**config.mk**
```make
export PLATFORM = sky130hd
export DESIGN_NAME = comparator_search_ctrl
export DESIGN_NICKNAME = d
export VERILOG_FILES = /design/src/rtl/comparator_search_ctrl.sv
export SDC_FILE = /design/constraint.sdc
export NUM_CORES = 1
export LEC_CHECK = 0
export ABC_CLOCK_PERIOD_IN_PS = 5000
export CAP_MARGIN = 20
export CORE_MARGIN = 2
export CORE_UTILIZATION = 40
export CTS_CLUSTER_SIZE = 12
export DETAILED_ROUTE_END_ITERATION = 7
export DONT_BUFFER_PORTS = 1
export GPL_TIMING_DRIVEN = 0
export PLACE_DENSITY = 0.65
export RECOVER_POWER = 50
export SYNTH_ARGS = -nofsm -noshare
export SYNTH_HDL_FRONTEND = slang
export SYNTH_SLANG_ARGS = --single-unit
```
**constraint.sdc**
```tcl
create_clock -name clk -period 5 [get_ports clk]
set_clock_uncertainty 0.2 [all_clocks]
set_input_delay 0.25 -clock clk [delete_from_list [all_inputs] [get_ports clk]]
set_output_delay 0.25 -clock clk [all_outputs]
set_load 0.05 [all_outputs]
```
**src/rtl/comparator_search_ctrl.sv**
```systemverilog
// SAR-style binary-search initiator for a comparator_nbit peer: drives trial,
// samples smaller/equal/greater, exits early on equal and verifies the final value.
//
// state  | meaning
// IDLE   | waiting for start; trial held at 0
// TEST   | sampling comparator for bit idx of the current trial
// VERIFY | one compare of the final search value against the unknown
module comparator_search_ctrl #(
  parameter int N = 10
) (
  input  logic         clk,
  input  logic         reset_n,
  input  logic         start,
  input  logic         cmp_smaller,
  input  logic         cmp_equal,
  input  logic         cmp_greater,
  output logic [N-1:0] trial,
  output logic         busy,
  output logic         done,
  output logic [N-1:0] result,
  output logic         found,
  output logic         err
);

  localparam int IW = $clog2(N);

  typedef enum logic [1:0] {IDLE, TEST, VERIFY} state_t;

  state_t         state, state_nxt;
  logic [IW-1:0]  idx, idx_nxt;
  logic [N-1:0]   kept, kept_nxt, kept_upd;
  logic [N-1:0]   trial_nxt, result_nxt;
  logic           busy_nxt, done_nxt, found_nxt, err_nxt;
  logic           onehot;

  always_ff @(posedge clk or negedge reset_n) begin
    if (!reset_n) begin
      state  <= IDLE;
      idx    <= '0;
      kept   <= '0;
      trial  <= '0;
      result <= '0;
      busy   <= 1'b0;
      done   <= 1'b0;
      found  <= 1'b0;
      err    <= 1'b0;
    end else begin
      state  <= state_nxt;
      idx    <= idx_nxt;
      kept   <= kept_nxt;
      trial  <= trial_nxt;
      result <= result_nxt;
      busy   <= busy_nxt;
      done   <= done_nxt;
      found  <= found_nxt;
      err    <= err_nxt;
    end
  end

  always_comb begin
    state_nxt  = state;
    idx_nxt    = idx;
    kept_nxt   = kept;
    trial_nxt  = trial;
    result_nxt = result;
    busy_nxt   = busy;
    done_nxt   = 1'b0;
    found_nxt  = found;
    err_nxt    = err;
    onehot     = ({cmp_smaller, cmp_equal, cmp_greater} == 3'b100) ||
                 ({cmp_smaller, cmp_equal, cmp_greater} == 3'b010) ||
                 ({cmp_smaller, cmp_equal, cmp_greater} == 3'b001);
    // trial below the unknown means the tentative bit belongs in the answer
    kept_upd   = cmp_smaller ? trial : kept;

    case (state)
      IDLE: begin
        if (start) begin
          state_nxt  = TEST;
          idx_nxt    = IW'(N - 1);
          kept_nxt   = '0;
          trial_nxt  = {1'b1, {(N-1){1'b0}}};
          result_nxt = '0;
          found_nxt  = 1'b0;
          err_nxt    = 1'b0;
          busy_nxt   = 1'b1;
        end
      end
      TEST: begin
        if (!onehot) begin
          state_nxt  = IDLE;
          result_nxt = kept;
          trial_nxt  = '0;
          err_nxt    = 1'b1;
          found_nxt  = 1'b0;
          done_nxt   = 1'b1;
          busy_nxt   = 1'b0;
        end else if (cmp_equal) begin
          state_nxt  = IDLE;
          result_nxt = trial;
          trial_nxt  = '0;
          found_nxt  = 1'b1;
          done_nxt   = 1'b1;
          busy_nxt   = 1'b0;
        end else if (idx != '0) begin
          kept_nxt   = kept_upd;
          trial_nxt  = kept_upd | ({{(N-1){1'b0}}, 1'b1} << (idx - 1'b1));
          idx_nxt    = idx - 1'b1;
        end else begin
          state_nxt  = VERIFY;
          kept_nxt   = kept_upd;
          result_nxt = kept_upd;
          trial_nxt  = kept_upd;
        end
      end
      VERIFY: begin
        state_nxt = IDLE;
        trial_nxt = '0;
        done_nxt  = 1'b1;
        busy_nxt  = 1'b0;
        if (!onehot) begin
          err_nxt   = 1'b1;
          found_nxt = 1'b0;
        end else begin
          found_nxt = cmp_equal;
        end
      end
      default: begin
        state_nxt = IDLE;
        trial_nxt = '0;
        busy_nxt  = 1'b0;
      end
    endcase
  end

endmodule

```
==> impl_metrics.env, run 1 <==
export IMPL_row_count=29
export IMPL_switchingPower_mw=0.618
export IMPL_cpPeakStageDelay_ns=1.57
export IMPL_slew_headroom=-0.468
export IMPL_reg2regPathDepth=6
export IMPL_syn_avg_cell_area_um2=9.33
export IMPL_pwr_share_seq=0.423
export IMPL_ys_flop_type="dfrtp_1"
export IMPL_post_cts_buffers=0
export IMPL_first_pass_iters=4
export IMPL_syn_instance_count=272
export IMPL_cpMaxStageDelayCell="clkbuf_1"
export IMPL_period_minus_slack_ns=2.64
export IMPL_synth_cell_types=48
export IMPL_grt_ovfl_total=0
export IMPL_track_usage=0.207
export IMPL_final_hold_viol_count=0
export IMPL_cts_tree="done"
export IMPL_switching_share=0.474
export IMPL_critPathLaunch="reset_n"
export IMPL_worstSetupEndpointType="async pin"
export IMPL_netlist_area_um2=2540
export IMPL_cts_resized=0
export IMPL_rsz0062_at_grt="false"
export IMPL_arrival_ns=2.41
export IMPL_initial_core_util=0.407
export IMPL_ys_top_cells_by_area="dfrtp_1 39%, o21ai_0 4.9%, ha_1 4.4%"
export IMPL_yosysMostFrequentCell="dfrtp_1"
export IMPL_hold_path_class="in -> reg"
export IMPL_internal_power_mw=0.686
export IMPL_cp_top_family="buffers and inverters"
export IMPL_final_area_um2=2770
export IMPL_hold_depth=3
export IMPL_criticalPathCategory="in -> async"
export IMPL_drive_gt1_frac=0.106
export IMPL_yosys_register_bits=40
export IMPL_drtIter0Drc=223
export IMPL_synth_top_area_share=0.394
export IMPL_antenna_cells=0
export IMPL_timing_rr_start="idx[0]"
export IMPL_cts_root_buf="clkbuf_8"
export IMPL_worst_pin_slew_ns=2.20
export IMPL_leakagePower_nw=1.22
export IMPL_cts_clk_slew_worst_paths_ns=0.08
export IMPL_power_frac_comb=0.355
export IMPL_drt_total_wl_mm=6.82
export IMPL_insertion_delay_ns=0.30
export IMPL_r2r_end="idx[1]"
export IMPL_final_nets=296
export IMPL_power_density_nw_per_um2=471
export IMPL_cts_made_buffers=5
export IMPL_netlist_top_cells_count="40 x dfrtp_1, 25 x o21ai_0, 23 x nor2_1"
export IMPL_violations="capacitance limit, slew limit"
export IMPL_gp_congestion=0.873
export IMPL_die_area_um2=7000
export IMPL_rrSetupSlack_ns=2.72
export IMPL_start_kind="input pin"
export IMPL_cp_depth=2
export IMPL_place_area_um2=2630
export IMPL_hold_path_end="busy"
export IMPL_core_area_um2=6240
export IMPL_htreeDepth=2
export IMPL_syn_to_final_growth_pct=9.12
export IMPL_peakVddDrop_mv=0.254
export IMPL_cts_sinks=40
export IMPL_crit_chain="dlygate4sd3_1, clkbuf_1"
export IMPL_portBuffers=0
export IMPL_clock_path_buffers=2
export IMPL_final_antenna_net_count=0
export IMPL_wl_per_cell_um=19.0
export IMPL_min_delay_start="cmp_equal"
export IMPL_tns_ns=0
export IMPL_critical_path_buf_inv_count=2
export IMPL_critPathMaxFanout=40
export IMPL_antenna_found_initial=0
export IMPL_vias_per_cell=6.13
export IMPL_setup_viol=0
export IMPL_fin_total_pwr_mw=1.30
export IMPL_dpl_hpwl_mm=4.78
export IMPL_min_period_over_period=0.527
export IMPL_grt_pass1_wl_mm=11.5
export IMPL_die_w_um=83.6
export IMPL_final_cell_count_no_fill=359
export IMPL_async_flop_share=1.00
export IMPL_route_detailed_drc=0
export IMPL_fin_ws_ns=2.36
export IMPL_num_vias=2199
export IMPL_timing_fmax_mhz=379
export IMPL_crit_required_ns=4.77
export IMPL_grt_max_degree=41
export IMPL_synth_warnings=0
export IMPL_preCtsSetupSlack_ns=2.79
export IMPL_synth_fp_nets=287
export IMPL_place_inst=349
export IMPL_clkPwrFrac=0.221
export IMPL_io_pins=30
export IMPL_grt_pass1_vias=2214
export IMPL_synth_area_leader_cell="dfrtp_1"
export IMPL_status="complete, but fails checks"
export IMPL_hold_buffers=2
export IMPL_slew_viol_final=41
export IMPL_ys_seq_area_frac=0.394
export IMPL_die_h_um=83.6
export IMPL_maxCapViolCount=1
export IMPL_synth_edf_count=0
## layout by cell type, fill, tap and decap left out, types with 8 or more instances in the layout
cell type / instances
inv_1: 11
nand2_1: 15
clkbuf_1: 8
mux2i_1: 11
ha_1: 9
nor3_1: 11
dfrtp_1: 40
a22o_1: 12
nor2_1: 23
o31ai_1: 8
a21oi_1: 15
o21ai_0: 25
nand3_1: 20
## power groups by stage
stage          Clock [mW]  Combinational [mW]  Sequential, mW
2_1_floorplan           0               0.338           0.540
3_3_place_gp            0               0.446           0.557
3_5_place_dp            0               0.451           0.560
4_1_cts             0.292               0.463           0.552
5_1_grt             0.307               0.515           0.559
6_report            0.288               0.463           0.552
## worst reg2reg max path, stage by stage, from the launching register on
cell and delay, ns:
dfrtp_1 0.50, inv_1 0.15, ha_1 0.23, nor3b_2 0.22
nor3_2 0.51, a31oi_1 0.17, o221ai_1 0.22
## cell families (layout without fill, tap and decap cells)
| kind of cell | count (synthesis) | count (layout) | share of synthesized area |
|---|---|---|---|
| flops | 40 | 40 | 0.394 |
| buf+inv | 27 | 37 | 0.0503 |
| compound gates | 81 | 81 | 0.227 |
| simple gates | 98 | 98 | 0.204 |
| xor+xnor | 5 | 5 | 0.0321 |
| fa+ha+maj | 9 | 9 | 0.0444 |
| mux | 12 | 12 | 0.0478 |
## worst max path at each step
stage,to
global route,kept[2]
floorplan,idx[2]
CTS,idx[1]
global placement,result[7]
finish,idx[2]
detailed placement,result[7]
## registers in the layout, indices dropped and copies added, names as in the netlist
register / flops
idx: 4
trial: 10
found: 1
kept: 10
done: 1
err: 1
state: 2
result: 10
busy: 1
## per-stage QoR
step                      hold WS [ns]  utilization
after detailed placement        -0.244        0.422
after floorplan                 -0.246            -
after global placement          -0.244        0.422
after global routing            0.0568        0.444
after CTS                       0.0368        0.446
final                           0.0451        0.444
## layout make-up
class | count | area [um2]
Timing Repair Buffer | 2 | 13.8
Multi-Input combinational cell | 205 | 1410
Clock inverter | 2 | 38.8
Fill cell | 619 | 3470
Buffer | 16 | 86.3
Inverter | 11 | 41.3
Sequential cell | 40 | 1000
Clock buffer | 6 | 82.6
Tap cell | 77 | 96.3
## metal layers
layer | up-vias | part of all wire | track usage
met2 | 102 | 0.46 | 0.320
met4 | 0 | 0.0092 | 0.0616
met5 | - | 0 | 0
met3 | 7 | 0.074 | 0.0524
met1 | 1065 | 0.45 | 0.288
li1 | 1025 | - | -
Power figures use the tool's default switching activity.
==> run 2, diff against run 1 <==
- ABC_AREA: unset -> 1
- ABC_CLOCK_PERIOD_IN_PS: 5000 -> 2750
- clock period: 5 -> 2.75 ns (I/O delays scaled with it)
==> run 2 against run 1 <==
- the flow still finishes with violations (capacitance limit, slew limit)
- first-iteration DRC count fell by 47%
- hold slack worse by 0.037 ns
- via count decreased by 5.4%
- non-clock buffer count shrank 1
- setup slack lost 1.9 ns
- global-route usage down 0.50 points
- critical path depth is 6 higher
- total power increased by 110%
- utilization increased by 2.4 points
- highest routed layer unchanged
==> impl_metrics.env, run 2 <==
export IMPL_status="complete, but fails checks"
export IMPL_violations="capacitance limit, slew limit"
export IMPL_start_kind="flop"
export IMPL_io_pins=30
export IMPL_cts_made_buffers=5
export IMPL_final_cell_mix="125 x nand2_1, 40 x dfrtp_1, 25 x nand3_1"
export IMPL_worst_pin_slew_ns=1.83
export IMPL_reg_top3="kept x10, result x10, trial x10"
export IMPL_antenna_found_initial=0
export IMPL_drt_total_wl_mm=5.83
export IMPL_power_frac_comb=0.372
export IMPL_worstSetupEndpointType="flop"
export IMPL_timing_fmax_mhz=433
export IMPL_die_h_um=80.5
export IMPL_core_area_um2=5570
export IMPL_grt_ovfl_total=0
export IMPL_dpl_hpwl_mm=4.04
export IMPL_tns_ns=0
export IMPL_synth_fp_nets=332
export IMPL_criticalPathCategory="reg -> reg"
export IMPL_portBuffers=0
export IMPL_rrSetupSlack_ns=0.44
export IMPL_hold_path_class="in -> reg"
export IMPL_htreeDepth=2
export IMPL_final_antenna_net_count=0
export IMPL_cpPeakStageDelay_ns=0.57
export IMPL_synth_top_area_share=0.428
export IMPL_power_density_nw_per_um2=1050
export IMPL_first_pass_iters=4
export IMPL_num_vias=2081
export IMPL_reg2regPathDepth=8
export IMPL_min_period_over_period=0.840
export IMPL_final_cell_count_no_fill=403
export IMPL_place_inst=389
export IMPL_syn_to_final_growth_pct=11.3
export IMPL_drive_gt1_frac=0.0665
export IMPL_maxCapViolCount=1
export IMPL_netlist_area_um2=2340
export IMPL_switchingPower_mw=1.40
export IMPL_synth_edf_count=0
export IMPL_slew_headroom=-0.223
export IMPL_slew_viol_final=41
export IMPL_grtUsageMet3=0.0472
export IMPL_ys_seq_area_frac=0.428
export IMPL_cpMaxStageDelayCell="nor2_1"
export IMPL_switching_share=0.512
export IMPL_crit_path_end="result[4]"
export IMPL_grt_pass1_wl_mm=10.0
export IMPL_seqCellArea_um2=1000
export IMPL_async_flop_share=1.00
export IMPL_wl_per_cell_um=14.5
export IMPL_track_usage=0.202
export IMPL_route_detailed_drc=0
export IMPL_final_nets=345
export IMPL_final_hold_viol_count=0
export IMPL_timing_rr_start="state[0]"
export IMPL_busiest_layer="met2"
export IMPL_grt_max_degree=41
export IMPL_row_count=27
export IMPL_crit_chain="inv_1, ha_1, inv_1, nor2_1, clkbuf_1, nor2_1, nand4_1, nand2_1"
export IMPL_gp_congestion=0.819
export IMPL_insertion_delay_ns=0.29
export IMPL_antenna_cells=0
export IMPL_critPathMaxFanout=10
export IMPL_grt_pass1_vias=2079
export IMPL_multiInputGateArea_um2=1170
export IMPL_synth_cell_types=25
export IMPL_preCtsSetupSlack_ns=0.471
export IMPL_initial_core_util=0.420
export IMPL_die_area_um2=6480
export IMPL_peakVddDrop_mv=0.470
export IMPL_cts_root_buf="clkbuf_8"
export IMPL_cts_resized=0
export IMPL_leakagePower_nw=1.36
export IMPL_setup_viol=0
export IMPL_grt_use_met1=0.267
export IMPL_syn_avg_cell_area_um2=7.38
export IMPL_cts_sinks=40
export IMPL_die_w_um=80.5
export IMPL_netlist_top_cells_count="125 x nand2_1, 40 x dfrtp_1, 25 x nand3_1"
export IMPL_cts_tree="done"
export IMPL_ys_flop_type="dfrtp_1"
export IMPL_yosysMostFrequentCell="nand2_1"
export IMPL_fillers=579
export IMPL_use_met2=0.327
export IMPL_drtIter0Drc=118
export IMPL_rsz0062_at_grt="false"
export IMPL_vias_per_cell=5.16
export IMPL_period_minus_slack_ns=2.31
export IMPL_clock_path_buffers=2
export IMPL_critPathLaunch="state[0]"
export IMPL_fin_ws_ns=0.439
export IMPL_final_common_cell="nand2_1"
export IMPL_fin_total_pwr_mw=2.74
export IMPL_internal_power_mw=1.34
export IMPL_cts_clk_slew_worst_paths_ns=0.08
export IMPL_ys_top_cells_by_area="dfrtp_1 43%, nand2_1 20%, nand3_1 5.3%"
export IMPL_r2r_end="result[4]"
export IMPL_synth_area_leader_cell="dfrtp_1"
export IMPL_synth_warnings=0
export IMPL_pwr_share_seq=0.449
export IMPL_arrival_ns=2.35
export IMPL_yosys_register_bits=40
export IMPL_crit_required_ns=2.78
export IMPL_clkPwrFrac=0.179
export IMPL_syn_instance_count=317
==> run 2: worst min path at each step <==
stage	startpoint	slack [ns]	depth (start not counted)	end
3_3_place_gp	reset_n	-0.36	0	result[9]
6_report	cmp_equal	0.008	6	done
4_1_cts	cmp_equal	0.002	6	done
3_5_place_dp	reset_n	-0.36	0	result[9]
2_1_floorplan	reset_n	-0.36	0	busy
5_1_grt	cmp_equal	0.08	6	done
==> run 2: power groups by stage <==
stage	Combinational [mW]	Sequential [mW]	Clock (mW)
after floorplan	0.774	1.21	0
after global placement	0.981	1.24	0
after detailed placement	0.994	1.25	0
after CTS	1.02	1.23	0.502
after global routing	1.18	1.26	0.540
final	1.02	1.23	0.489
==> run 2: cells by family after synthesis <==
| logic type | count (synthesis) | synth area share |
|---|---|---|
| xor gates and xnor gates | 1 | 0.00374 |
| AOI/OAI and AO/OA | 41 | 0.0903 |
| DFF | 40 | 0.428 |
| buffers and inverters | 37 | 0.0716 |
| adders and majority gates | 9 | 0.0481 |
| and+or+nand+nor | 189 | 0.359 |
==> run 2: metal layers <==
layer | vias up | share of wire
met5 | - | 0
li1 | 1038 | -
met2 | 52 | 0.47
met1 | 986 | 0.46
met3 | 5 | 0.051
met4 | 0 | 0.011
==> run 2: area by class of cell <==
cell class / instances / area share
multi-input cells: 240 / 0.450
flip-flops and latches: 40 / 0.384
inverters: 26 / 0.0375
well taps: 72 / 0.0346
plain buffers: 11 / 0.0269
clock buffers: 5 / 0.0264
repair buffers: 6 / 0.0240
clock inverters: 3 / 0.0163
==> run 2: per-stage QoR <==
stage	utilization	hold WS (ns)	area [um2]
2_1_floorplan	-	-0.358	2340
3_3_place_gp	0.436	-0.357	2430
3_5_place_dp	0.436	-0.357	2430
4_1_cts	0.469	0.00169	2610
5_1_grt	0.467	0.0764	2610
6_report	0.467	0.00819	2610
==> run 2: timing repair <==
action / 4_1_cts / 5_1_grt
hold buffers: 6 / 0
setup buffers: 0 / 0
endpoints found under the hold margin: 46 / 0
==> run 2: critical path: cells and delay by family, from the launching register on <==
family / cells / cell delay [ns]
simple gates: 4 / 0.99
buf+inv: 3 / 0.47
fa+ha+maj: 1 / 0.20
flops: 1 / 0.40
